`src/rtl/regfile_pkg.sv`:
```
// Shared definitions for the multi-port register file.
//   regfile_aw()  address width for a given register count
//   REGFILE_AW    address width of the default 32-entry configuration
//   reg_addr_t    register index of the default configuration
//   reg_data_t    register value of the default configuration
package regfile_pkg;

  localparam int REGFILE_DATA_WIDTH = 32;
  localparam int REGFILE_NUM_REGS   = 32;

  // Clamped to 1 so a degenerate count never yields a zero-width address.
  function automatic int regfile_aw(input int num_regs);
    return (num_regs < 2) ? 1 : $clog2(num_regs);
  endfunction

  localparam int REGFILE_AW = regfile_aw(REGFILE_NUM_REGS);

  typedef logic [REGFILE_AW-1:0]         reg_addr_t;
  typedef logic [REGFILE_DATA_WIDTH-1:0] reg_data_t;

endpackage

```
`src/rtl/regfile_scoreboard.sv`:
```
// Per-register busy bits for RAW hazard detection.
//   clk, rst_n   clock, asynchronous active-low reset
//   wr_valid     qualified write strobes (reg-0 writes already removed when hardwired)
//   wr_addr      packed write addresses, port w at [w*AW +: AW]
//   rsv_en       reserve rsv_addr (new producer issued)
//   rsv_addr     register to reserve
//   busy         one bit per register, 1 = producer in flight
module regfile_scoreboard
  import regfile_pkg::*;
#(
  parameter int NUM_REGS     = 32,
  parameter int NUM_WR_PORTS = 1,
  parameter int ZERO_REG     = 1,
  localparam int AW          = regfile_aw(NUM_REGS)
) (
  input  logic                       clk,
  input  logic                       rst_n,
  input  logic [NUM_WR_PORTS-1:0]    wr_valid,
  input  logic [NUM_WR_PORTS*AW-1:0] wr_addr,
  input  logic                       rsv_en,
  input  logic [AW-1:0]              rsv_addr,
  output logic [NUM_REGS-1:0]        busy
);

  logic [NUM_REGS-1:0] busy_nxt;

  // Writes clear first, then a reservation sets: a same-cycle reserve on the
  // written register is a newer producer and must leave the bit set.
  always_comb begin
    busy_nxt = busy;
    for (int w = 0; w < NUM_WR_PORTS; w++) begin
      if (wr_valid[w]) busy_nxt[wr_addr[w*AW +: AW]] = 1'b0;
    end
    if (rsv_en) busy_nxt[rsv_addr] = 1'b1;
    if (ZERO_REG != 0) busy_nxt[0] = 1'b0;
  end

  always_ff @(posedge clk or negedge rst_n) begin
    if (!rst_n) busy <= '0;
    else        busy <= busy_nxt;
  end

endmodule

```
`src/rtl/regfile_mp.sv`:
```
// Parametrised multi-port register file with write-to-read bypass and busy
// scoreboard.
//   clk, rst_n   clock, asynchronous active-low reset
//   rs_addr      packed read addresses, port p at [p*AW +: AW]
//   rs_data      packed combinational read data, port p at [p*DATA_WIDTH +: DATA_WIDTH]
//   rs_busy      addressed register has a pending producer
//   wr_en        write strobes
//   wr_addr      packed write addresses
//   wr_data      packed write data
//   rsv_en       mark rsv_addr busy
//   rsv_addr     register to reserve
//   wr_conflict  one-cycle pulse: two or more ports wrote one address last cycle
module regfile_mp
  import regfile_pkg::*;
#(
  parameter int DATA_WIDTH   = 32,
  parameter int NUM_REGS     = 32,
  parameter int NUM_RD_PORTS = 2,
  parameter int NUM_WR_PORTS = 1,
  parameter int BYPASS       = 1,
  parameter int ZERO_REG     = 1,
  localparam int AW          = regfile_aw(NUM_REGS)
) (
  input  logic                               clk,
  input  logic                               rst_n,
  input  logic [NUM_RD_PORTS*AW-1:0]         rs_addr,
  output logic [NUM_RD_PORTS*DATA_WIDTH-1:0] rs_data,
  output logic [NUM_RD_PORTS-1:0]            rs_busy,
  input  logic [NUM_WR_PORTS-1:0]            wr_en,
  input  logic [NUM_WR_PORTS*AW-1:0]         wr_addr,
  input  logic [NUM_WR_PORTS*DATA_WIDTH-1:0] wr_data,
  input  logic                               rsv_en,
  input  logic [AW-1:0]                      rsv_addr,
  output logic                               wr_conflict
);

  logic [DATA_WIDTH-1:0]   regs [NUM_REGS];
  logic [NUM_WR_PORTS-1:0] wr_valid;
  logic [NUM_REGS-1:0]     busy;
  logic                    conflict_c;

  // A hardwired-zero target makes the write invisible everywhere: no store,
  // no forward, no scoreboard clear, no conflict. Gating with rst_n keeps
  // reads at zero while reset is held even if strobes are active.
  always_comb begin
    wr_valid = '0;
    for (int w = 0; w < NUM_WR_PORTS; w++) begin
      wr_valid[w] = rst_n && wr_en[w] &&
                    !((ZERO_REG != 0) && (wr_addr[w*AW +: AW] == '0));
    end
  end

  always_comb begin
    conflict_c = 1'b0;
    for (int i = 0; i < NUM_WR_PORTS; i++) begin
      for (int j = i + 1; j < NUM_WR_PORTS; j++) begin
        if (wr_valid[i] && wr_valid[j] &&
            (wr_addr[i*AW +: AW] == wr_addr[j*AW +: AW])) conflict_c = 1'b1;
      end
    end
  end

  // Ascending port order makes the highest-index port win a collision.
  always_ff @(posedge clk or negedge rst_n) begin
    if (!rst_n) begin
      for (int r = 0; r < NUM_REGS; r++) regs[r] <= '0;
      wr_conflict <= 1'b0;
    end else begin
      for (int w = 0; w < NUM_WR_PORTS; w++) begin
        if (wr_valid[w]) regs[wr_addr[w*AW +: AW]] <= wr_data[w*DATA_WIDTH +: DATA_WIDTH];
      end
      wr_conflict <= conflict_c;
    end
  end

  regfile_scoreboard #(
    .NUM_REGS     (NUM_REGS),
    .NUM_WR_PORTS (NUM_WR_PORTS),
    .ZERO_REG     (ZERO_REG)
  ) u_scoreboard (
    .clk      (clk),
    .rst_n    (rst_n),
    .wr_valid (wr_valid),
    .wr_addr  (wr_addr),
    .rsv_en   (rsv_en),
    .rsv_addr (rsv_addr),
    .busy     (busy)
  );

  for (genvar p = 0; p < NUM_RD_PORTS; p++) begin : g_rd
    logic [AW-1:0]         addr;
    logic [DATA_WIDTH-1:0] data;
    logic                  fwd;

    assign addr = rs_addr[p*AW +: AW];

    always_comb begin
      data = regs[addr];
      fwd  = 1'b0;
      if (BYPASS != 0) begin
        for (int w = 0; w < NUM_WR_PORTS; w++) begin
          if (wr_valid[w] && (wr_addr[w*AW +: AW] == addr)) begin
            data = wr_data[w*DATA_WIDTH +: DATA_WIDTH];
            fwd  = 1'b1;
          end
        end
      end
      if ((ZERO_REG != 0) && (addr == '0)) data = '0;
    end

    assign rs_data[p*DATA_WIDTH +: DATA_WIDTH] = data;
    // A forwarded value is the producer's result, so the hazard is resolved.
    assign rs_busy[p] = busy[addr] & ~fwd;
  end

endmodule
```
`config.mk`:
```
export PLATFORM = sky130hd
export DESIGN_NAME = regfile_mp
export DESIGN_NICKNAME = d
export VERILOG_FILES = /design/src/rtl/regfile_pkg.sv /design/src/rtl/regfile_scoreboard.sv /design/src/rtl/regfile_mp.sv
export SDC_FILE = /design/constraint.sdc
export NUM_CORES = 2
export LEC_CHECK = 0
export ABC_AREA = 1
export CORE_MARGIN = 2
export CORE_UTILIZATION = 30
export DETAILED_ROUTE_END_ITERATION = 6
export HOLD_SLACK_MARGIN = 0.12
export PLACE_DENSITY_LB_ADDON = 0.08
export SKIP_LAST_GASP = 1
export SLEW_MARGIN = 20
export SYNTH_ARGS = -nofsm -noshare
export SYNTH_HDL_FRONTEND = slang
export SYNTH_SLANG_ARGS = --single-unit
```
`constraint.sdc`:
```
create_clock -name clk -period 2.7 [get_ports clk]
set_clock_uncertainty 0.05 [all_clocks]
set_input_delay 0.54 -clock clk [delete_from_list [all_inputs] [get_ports clk]]
set_output_delay 0.54 -clock clk [all_outputs]
set_load 0.02 [all_outputs]
```
==> results by group <==
Status
  • Status: finished with violations
  • Violations in the final reports: setup timing

Global routing
  • Vias in the first global route: 61,833
  • Antenna violations before repair: 12
  • First-pass GRT wire length: 448,000 um
  • GR Overflow Total: 0
  • Largest net degree at the start of global routing: 146
  • Gr usage total: 28.88%

Logic synthesis
  • Mapped Nets: 9,264
  • Syn avg cell area: 6.781 um^2
  • Mapped cell area: 0.06244 mm^2
  • Sequential share of the synthesized area: 42.28%
  • Post-Synthesis Cells: 9,208
  • Synth warn: 0
  • Post-synth ARST share: 100.0%
  • EDFF count, synth: 0
  • Yosys cell types: 33
  • #FFs+latches synth: 1,055
  • Primary FF master, synth: dfrtp_1

STA
  • Max-slew headroom: 33.24%
  • Fmax: 328.5 MHz
  • RSZ-0062 raised after global routing: yes
  • Hold WS: 0.3240 ns
  • Count of pins over their slew limit: 0
  • Final Hold Vio Count: 0
  • Tightest Pin Transition: 1.001 ns
  • Final Critical Period: 3.044 ns
  • Final setup fails: 66
  • Final cycle utilization of the critical path: 112.7%
  • Final WS setup: -0.3440 ns

Setup path
  • Reg2reg start: regs[412]
  • Critical R2R Capture: regs[412]
  • R2R cell count: 3
  • Setup CP Type: in2out
  • Critical Path Slowest Stage Cell: o211ai_1
  • Reg2Reg Setup Slack: 1.86 ns
  • CP max stage delay: 0.19 ns
  • Worst setup SP type: primary input
  • Worst setup EP type: output pin
  • Worst EP required: 2.11 ns
  • WP buf/inv: 7
  • Kind of cell adding the most delay to the critical path: buffers and inverters
  • Crit path arrival time: 2.45 ns
  • Critical Path Fanout Max: 13
  • Crit-path cells: buf_16, buf_16, buf_12, buf_8, buf_16, buf_16, o211ai_1, nand2_1, nor2_4, nor2_2, nand2_4, nand2_2, nor2_4, nor2_4, buf_6
  • CP dominant cell by count: buf_16

Detailed routing
  • Final wirelength: 314,800 um
  • Residual DRC count: 0
  • Via density: 5.233
  • DRT Pass-1 Iters: 7
  • Starting DRC count in detailed routing: 6,906
  • Detail Route Antenna Nets: 0
  • Average wire per standard cell: 25.17 um
  • Vias post-DR: 65,458

Finish
  • Commonest cells after routing, fill and taps aside: 2,965 x nand2_1, 1,378 x nand3_1, 1,055 x dfrtp_1, 979 x o21ai_0, 951 x inv_1
  • Area growth syn-to-layout: 33.23%
  • Fin nets: 9,675
  • Post-route cell area: 0.08319 mm^2
  • Layout cell share with drive strength beyond 1: 18.59%
  • Commonest non-fill, non-tap cell in the layout: nand2_1

Min path
  • WHS Endpoint: regs[994]
  • Hold path depth: 0
  • Hold_sp: regs[994]
  • Worst Hold Class: reg2reg

CTS
  • CTS tree: built
  • CTS clk-pin slew, worst paths: 0.05 ns
  • Clock buffer count from CTS: 137
  • H-tree levels: 4
  • Sink Count: 1,055
  • Clock root buffer: clkbuf_16
  • Maximum root-to-sink buffer count: 3
  • Worst-Skew Late Latency: 0.80 ns

Die
  • Die W: 460.2 um
  • Initial Util: 30.16%
  • Area of the die: 0.2118 mm^2
  • CORE AREA: 0.2071 mm^2
  • Die Y: 460.2 um
  • Site Rows: 167
  • I/O Pins: 123

Placement
  • Hpwl dp: 197,900 um
  • Placer Congestion: 0.8827
  • I/O Buffers: 121
  • Placed cell area: 0.07204 mm^2
  • Dpl ws: -1.078 ns

Pwr
  • Maximum vdd ir drop: 736.3 uV
  • Power per standard cell area: 595.6 mW/mm^2
  • P_leak: 40.46 nW

Job
  • Maximum capacitance violations: 0
==> cells by family (layout without fill, tap and decap cells) <==
group	Yosys count	count (layout)	synth area share (%)
buffers and inverters	1783	2291	12.34
DFF	1055	1055	42.28
xor gates and xnor gates	4	4	0.05612
other	1	6	0.006006
and+or+nand+nor	4961	4961	33.34
AOI/OAI and AO/OA	1404	1404	11.98
==> cells in the mapped netlist (all sizes together) (3+ instances only) <==
master	number	area, um^2
nor2	223	849.6
inv	991	3725
xnor2	3	26.28
nor3	11	123.9
a21oi	94	470.5
nand3	1584	7938
buf	421	2566
dfrtp	1055	26400
or2	27	168.9
nand2	3112	11710
clkbuf	368	1401
o21ai	1128	5645
nand4	4	25.02
o211ai	179	1344
clkinv	3	11.26
==> metal layers <==
| layer | global-route usage (%) | share of wire [%] | wire length [um] |
|---|---|---|---|
| met1 | 39.22 | 43 | 136900 |
| met2 | 46.23 | 46 | 143700 |
| met3 | 3.905 | 6.5 | 20590 |
| met4 | 11.63 | 4.3 | 13670 |
| met5 | 0 | 0.0041 | 13 |
==> cell type report <==
class	count	area, um^2
timing repair inverter	1	8.758
clock buffer	198	3983
tap	2788	3488
fill	21550	123900
timing repair buffer	1060	13960
multi-input combinational	6370	31020
clock inverter	38	467.9
antenna	5	12.51
sequential	1055	26400
inverter	994	3850
==> how the worst max path moves through the flow <==
stage                     startpoint  slack [ns]     endpoint  depth (start not counted)
after floorplan           wr_addr[3]        0.16  rs_data[10]                         10
after global placement    wr_addr[0]       -1.07  rs_data[42]                         14
after detailed placement  wr_addr[0]       -1.08  rs_data[42]                         14
after CTS                 rs_addr[5]       -0.41  rs_data[42]                         17
after global routing      rs_addr[5]       -0.36  rs_data[40]                         15
final                     rs_addr[5]       -0.34  rs_data[40]                         15
==> metrics by stage <==
step	setup TNS, ns	power (mW)	instances	utilization (%)
floorplan	0	25.36	9208	-
global placement	-76.50	29.53	12039	34.79
detailed placement	-70.26	29.64	12039	34.79
CTS	-15.30	49.21	12408	38.64
global route	-14.20	52.14	12507	40.17
finish	-10.92	49.55	12509	40.18
==> repair_timing <==
action,CTS,global route
buffers inserted,97,91
cloned,38,31
hold endpoints to repair,66,0
pin swaps,119,261
endpoints found under the setup margin,66,66
gates resized for setup,641,568
hold buffers,1,0
==> worst reg2reg max path, cell delays in order, from the launching register on <==
cell	delay, ns
dfrtp_1	0.39
buf_4	0.14
nand2_1	0.05
o21ai_0	0.07
==> power breakdown <==
group | internal (mW) | switching [mW] | leakage, nW | total, mW
Sequential | 18.0 | 1.22 | 13.7 | 19.2
Combinational | 4.52 | 7.12 | 24.6 | 11.6
Clock | 11.0 | 7.71 | 2.18 | 18.7
==> registers in the layout, indices dropped and copies added (netlist names) <==
register,cells
regs,1024
u_scoreboard.busy,31
(Power assumes the default switching activity.)
